--- config.mk ---
export PLATFORM = sky130hd
export DESIGN_NAME = load_control
export DESIGN_NICKNAME = d
export VERILOG_FILES = /design/src/rtl/load_control_pkg.sv /design/src/rtl/load_control_byte_packer.sv /design/src/rtl/load_control.sv
export SDC_FILE = /design/constraint.sdc
export NUM_CORES = 1
export LEC_CHECK = 0
export BUFFER_PORTS_ARGS = -buffer_cell sky130_fd_sc_hd__buf_2
export CELL_PAD_IN_SITES_DETAIL_PLACEMENT = 1
export CELL_PAD_IN_SITES_GLOBAL_PLACEMENT = 1
export CORE_MARGIN = 4
export CORE_UTILIZATION = 47
export CTS_CLUSTER_DIAMETER = 200
export DETAILED_ROUTE_END_ITERATION = 12
export PLACE_DENSITY_LB_ADDON = 0.05
export SLEW_MARGIN = 20
export SYNTH_ARGS = -nofsm -noshare
export SYNTH_HDL_FRONTEND = slang
export SYNTH_SLANG_ARGS = --single-unit
--- constraint.sdc ---
create_clock -name clk -period 4.5 [get_ports clk]
set_input_delay 1.35 -clock clk [delete_from_list [all_inputs] [get_ports clk]]
set_output_delay 1.35 -clock clk [all_outputs]
set_load 0.01 [all_outputs]
--- src/rtl/load_control_pkg.sv ---
// Shared definitions for the program loader / run controller: command bytes
// received over the UART and the controller state encoding.
package load_control_pkg;

  localparam logic [7:0] CMD_LOAD     = 8'h4C;  // 'L'
  localparam logic [7:0] CMD_CONT     = 8'h43;  // 'C'
  localparam logic [7:0] CMD_STEP     = 8'h53;  // 'S'
  localparam logic [7:0] CMD_NEXT     = 8'h4E;  // 'N'
  localparam logic [7:0] CMD_STEP_END = 8'h45;  // 'E'

  typedef enum logic [2:0] {
    ST_IDLE,
    ST_LOAD,
    ST_WRITE,
    ST_CMD,
    ST_RUN,
    ST_STEP,
    ST_STEP_EXEC,
    ST_DUMP
  } state_t;

endpackage

--- src/rtl/load_control_byte_packer.sv ---
// Little-endian byte-to-word assembler: each accepted byte enters at the top
// and the word shifts down, so the first byte ends up in bits 7:0.
module byte_packer #(
  parameter int NBITS = 32
) (
  input  logic             clk,
  input  logic             reset,
  input  logic             clear,
  input  logic             shift_en,
  input  logic [7:0]       byte_in,
  output logic [NBITS-1:0] word_next,
  output logic             word_done
);

  logic [NBITS-1:0] word_q;
  logic [1:0]       count_q;

  assign word_next = {byte_in, word_q[NBITS-1:8]};
  assign word_done = shift_en && (count_q == 2'd3);

  always_ff @(posedge clk or negedge reset) begin
    if (!reset) begin
      word_q  <= '0;
      count_q <= 2'd0;
    end else if (clear) begin
      word_q  <= '0;
      count_q <= 2'd0;
    end else if (shift_en) begin
      word_q  <= word_next;
      count_q <= count_q + 2'd1;
    end
  end

endmodule

--- src/rtl/load_control.sv ---
// Loads a program into instruction memory from UART bytes, then runs the CPU
// continuously or single-stepped, requesting a debug dump after each run/step.
//
// state     | meaning
// IDLE      | wait for 'L'
// LOAD      | collect the four bytes of a word
// WRITE     | one-cycle instruction-memory write
// CMD       | wait for 'C' (continuous) or 'S' (step)
// RUN       | CPU enabled until program_end
// STEP      | wait for 'N' (one step) or 'E' (leave)
// STEP_EXEC | CPU enabled for one cycle
// DUMP      | send_flag held until send_done
module load_control
  import load_control_pkg::*;
#(
  parameter int               NBITS          = 32,
  parameter int               IM_ADDR_LENGTH = 32,
  parameter int               IM_MEM_SIZE    = 64,
  parameter logic [NBITS-1:0] HALT_WORD      = 32'hFFFFFFFF
) (
  input  logic                      clk,
  input  logic                      reset,
  input  logic                      rx_done,
  input  logic [7:0]                rx_Data,
  input  logic                      program_end,
  input  logic                      send_done,
  output logic [IM_ADDR_LENGTH-1:0] IM_Addr,
  output logic [NBITS-1:0]          IM_Data,
  output logic                      IM_we,
  output logic                      cpu_enable,
  output logic                      send_flag,
  output logic                      step_mode
);

  localparam logic [IM_ADDR_LENGTH-1:0] LAST_ADDR = IM_ADDR_LENGTH'(4 * (IM_MEM_SIZE - 1));

  state_t                    state_q, state_d;
  logic [IM_ADDR_LENGTH-1:0] im_addr_q;
  logic [NBITS-1:0]          im_data_q;
  logic                      step_q;
  logic                      end_q;
  logic                      pack_clear;
  logic                      pack_shift;
  logic                      word_done;
  logic [NBITS-1:0]          word_next;

  // A byte arriving in WRITE belongs to the next word, so WRITE shifts too.
  assign pack_shift = rx_done && ((state_q == ST_LOAD) || (state_q == ST_WRITE));
  assign pack_clear = rx_done && (state_q == ST_IDLE) && (rx_Data == CMD_LOAD);

  byte_packer #(.NBITS(NBITS)) u_packer (
    .clk       (clk),
    .reset     (reset),
    .clear     (pack_clear),
    .shift_en  (pack_shift),
    .byte_in   (rx_Data),
    .word_next (word_next),
    .word_done (word_done)
  );

  always_comb begin
    state_d    = state_q;
    IM_we      = 1'b0;
    cpu_enable = 1'b0;
    send_flag  = 1'b0;
    case (state_q)
      ST_IDLE:
        if (pack_clear) state_d = ST_LOAD;
      ST_LOAD:
        if (word_done) state_d = ST_WRITE;
      ST_WRITE: begin
        IM_we = 1'b1;
        if ((im_data_q == HALT_WORD) || (im_addr_q == LAST_ADDR)) state_d = ST_CMD;
        else                                                       state_d = ST_LOAD;
      end
      ST_CMD:
        if (rx_done) begin
          if (rx_Data == CMD_CONT)      state_d = ST_RUN;
          else if (rx_Data == CMD_STEP) state_d = ST_STEP;
        end
      ST_RUN: begin
        cpu_enable = !program_end;
        if (program_end) state_d = ST_DUMP;
      end
      ST_STEP:
        if (rx_done) begin
          if (rx_Data == CMD_NEXT)          state_d = ST_STEP_EXEC;
          else if (rx_Data == CMD_STEP_END) state_d = ST_IDLE;
        end
      ST_STEP_EXEC: begin
        cpu_enable = 1'b1;
        state_d    = ST_DUMP;
      end
      ST_DUMP: begin
        send_flag = 1'b1;
        if (send_done) state_d = (step_q && !end_q) ? ST_STEP : ST_IDLE;
      end
      default: state_d = ST_IDLE;
    endcase
  end

  always_ff @(posedge clk or negedge reset) begin
    if (!reset) begin
      state_q   <= ST_IDLE;
      im_addr_q <= '0;
      im_data_q <= '0;
      step_q    <= 1'b0;
      end_q     <= 1'b0;
    end else begin
      state_q <= state_d;
      // The address only advances when another word will follow, so a full
      // memory leaves it parked on the last written slot.
      if (pack_clear)
        im_addr_q <= '0;
      else if ((state_q == ST_WRITE) && (state_d == ST_LOAD))
        im_addr_q <= im_addr_q + IM_ADDR_LENGTH'(4);
      if (word_done) im_data_q <= word_next;
      if ((state_q == ST_CMD) && rx_done) begin
        if (rx_Data == CMD_CONT)      step_q <= 1'b0;
        else if (rx_Data == CMD_STEP) step_q <= 1'b1;
      end
      if ((state_q == ST_STEP_EXEC) && program_end)   end_q <= 1'b1;
      else if ((state_q == ST_DUMP) && send_done)     end_q <= 1'b0;
    end
  end

  assign IM_Addr   = im_addr_q;
  assign IM_Data   = im_data_q;
  assign step_mode = step_q;

endmodule

==> qor.yml <==
timing:
  rsz0062_at_grt: "false"
  max_freq_mhz: 312
  period_share_pct: 71.1
  worst_pin_slew_ps: 969
  whs_ps: 524
  clock_skew_ps: 16.7
  tns_ps: 0
  slew_headroom_pct: 35.4
  min_period_ps: 3200
  final_max_slew_viol_count: 0
  layout_setup_ws_ps: 1300
  setup_viol: 0
  hold_viol_final: 0
floorplanning:
  start_util_pct: 48.8
  die-area_sq_um: 11400
  fp.dieH_um: 107
  die_w_um: 107
  num_rows: 35
  core_area_sq_um: 9370
  num_io_pins: 81
clock_tree:
  clk_pin_slew_ps: 110
  cts_setup_buffers: 0
  ctsHoldBuffers: 0
  cts_buffers: 9
  cts_root_buf: "clkbuf_8"
  clock-sinks: 93
  cts_resized: 0
  cts_tree: "yes"
  htreeDepth: 3
  cts_buffer_depth: 2
  worst_skew_pair.late_latency_ps: 360
hold_path:
  min_path_cells: 1
  hold_path_startpoint: "u_packer.word_q[11]"
  hold_path_class: "reg -> reg"
  hold_path_end: "IM_Data[3]"
worst_setup_path:
  cp-start-kind: "input port"
  crit_chain: "buf_2 > inv_1 > o211a_1 > buf_2"
  path_max_fanout: 3
  cpMostUsedCell: "buf_2"
  r2r_start: "IM_Addr[23]"
  r2r_setup_slack_ps: 1760
  critPathMaxStageDelay_ps: 210
  r2r_cells: 5
  criticalPathCategory: "in -> out"
  critPathLaunch: "program_end"
  timing.rr.end: "IM_Addr[31]"
  end_kind: "output port"
  critPathSlowestCell: "o211a_1"
  cp.required_ps: 3150
  arrival_ps: 1850
drt:
  firstDrtPassIters: 5
  wirelength_um: 12100
  antenna_left: 0
  drc: 0
  wl_per_cell_um: 18.7
  viasPerCell: 5.89
  via_count: 3822
  drt_iter0_drc: 167
synth:
  synthTopCellsByArea: "dfrtp_1 51%, mux2_2 8.1%, nand2_1 6.2%"
  yosys_warnings: 0
  async_flop_share_pct: 100
  synth_seq_area_share_pct: 50.9
  synth_top_area_share_pct: 50.9
  synth_edf_count: 0
  ys_types: 61
  yosys_most_used_dff: "dfrtp_1"
  netlist_area_sq_um: 4570
  postSynthCellCount: 446
  yosys.area.top_type: "dfrtp_1"
  ys_ff_latch: 93
  postSynthAreaPerCell_sq_um: 10.3
final_layout:
  drive_above_1_share_pct: 30.6
  diodes: 0
  syn_to_final_growth_pct: 14.1
  final_cells: 649
  final_nets: 530
place:
  post-place-ws_ps: 1300
  io_buffer_count: 78
  hpwl_um: 8420
  dpl.cell_count: 633
  gp_congestion: 0.816
grt:
  grt_pass1_wl_um: 20600
  overflow: 0
  grt_usage_pct: 22.5
  antenna_found_initial: 0
  first_global_vias: 3974
  grt_max_degree: 76
power_and_ir_drop:
  ir_drop_uv: 273
  power.total_w: 0.00296
  p_leak_nw: 2.40
  power_density_nw_per_um2: 567
run:
  drv_cap: 0
outcome:
  status: "completed"
## routing by layer
metal | track usage [%] | part of all wire (%) | up-vias
met2 | 38.0 | 51 | 107
met1 | 29.2 | 43 | 1948
met4 | 7.31 | 1.7 | 0
met5 | 0 | 0 | -
met3 | 4.03 | 4.8 | 15
li1 | - | - | 1752
## power breakdown
part	internal, W	total, W	switching (W)
Combinational	0.000443	0.000971	0.000528
Sequential	0.00114	0.00144	0.000305
Clock	0.000215	0.000543	0.000328
Total	0.00180	0.00296	0.00116
## layout by cell type, fill, tap and decap left out, drive strengths merged, types with 3 or more instances in the layout
| master | netlist | layout |
|---|---|---|
| o21ai | 11 | 11 |
| and3 | 14 | 14 |
| mux2 | 33 | 33 |
| or4 | 10 | 10 |
| dfrtp | 93 | 93 |
| or3 | 8 | 8 |
| inv | 6 | 9 |
| buf | 11 | 86 |
| mux2i | 9 | 9 |
| nand2b | 7 | 7 |
| nand3 | 15 | 15 |
| o31ai | 3 | 3 |
| and4 | 4 | 4 |
| xnor2 | 3 | 3 |
| nor4 | 4 | 4 |
| clkbuf | 18 | 9 |
| a31oi | 5 | 5 |
| o41ai | 3 | 3 |
| a221o | 3 | 3 |
| nor2b | 3 | 3 |
| nand2 | 77 | 77 |
| nor2 | 15 | 15 |
| a21oi | 38 | 38 |
| clkinv | 0 | 4 |
| nand4 | 22 | 22 |
## flip-flops by register name (all words and copies together) (netlist names)
name              cells
IM_Addr              30
IM_Data              32
end_q                 1
state_q               3
step_mode             1
u_packer.count_q      2
u_packer.word_q      24
## cell families (layout without fill, tap and decap cells)
family	count (synthesis)	in the layout	synth area share [%]
mux	42	42	10.1
buf+inv	35	108	4.29
other cells	1	2	0.0820
xor+xnor	3	3	0.575
flops	93	93	50.9
simple gates	190	190	21.9
fa+ha+maj	2	2	0.547
compound gates	80	80	11.6
## cell type report
| cell class | instances | area, sq um |
|---|---|---|
| Clock buffer | 9 | 124 |
| Clock inverter | 7 | 67.6 |
| Fill cell | 1111 | 4150 |
| Inverter | 6 | 22.5 |
| Multi-Input combinational cell | 319 | 2060 |
| Sequential cell | 93 | 2330 |
| Tap cell | 129 | 161 |
| Timing Repair Buffer | 86 | 453 |
## worst max-delay path by stage
stage | end | cells past startpoint
4_1_cts | cpu_enable | 4
2_1_floorplan | cpu_enable | 2
3_3_place_gp | cpu_enable | 4
6_report | cpu_enable | 4
3_5_place_dp | cpu_enable | 4
5_1_grt | cpu_enable | 4
## stage by stage
stage,instance area [sq um],util [%]
2_1_floorplan,4580,-
3_3_place_gp,5030,53.6
3_5_place_dp,5030,53.6
4_1_cts,5220,55.7
5_1_grt,5220,55.7
6_report,5220,55.7
## critical path, delay by kind of cell
| family | cells | cell delay (ps) |
|---|---|---|
| compound gates | 1 | 210 |
| buf+inv | 3 | 290 |
## synth_stat cells, types with 2 or more instances
library cell,instances
dfrtp_1,93
nand2_1,76
a21oi_1,38
mux2_2,33
nand4_1,22
clkbuf_1,17
nand3_1,15
nor2_1,15
and3_1,13
mux2i_1,9
or3_2,8
nand2b_1,7
inv_1,6
or4_1,6
a31oi_1,5
o21ai_0,5
o21ai_1,5
and4_1,4
buf_6,4
nor4_1,4
a221o_1,3
buf_1,3
nor2b_1,3
o31ai_1,3
o41ai_1,3
or4_2,3
xnor2_1,3
a22oi_1,2
a41o_1,2
buf_4,2
ha_1,2
o211ai_1,2
or3b_2,2
Power figures use the tool's default switching activity.
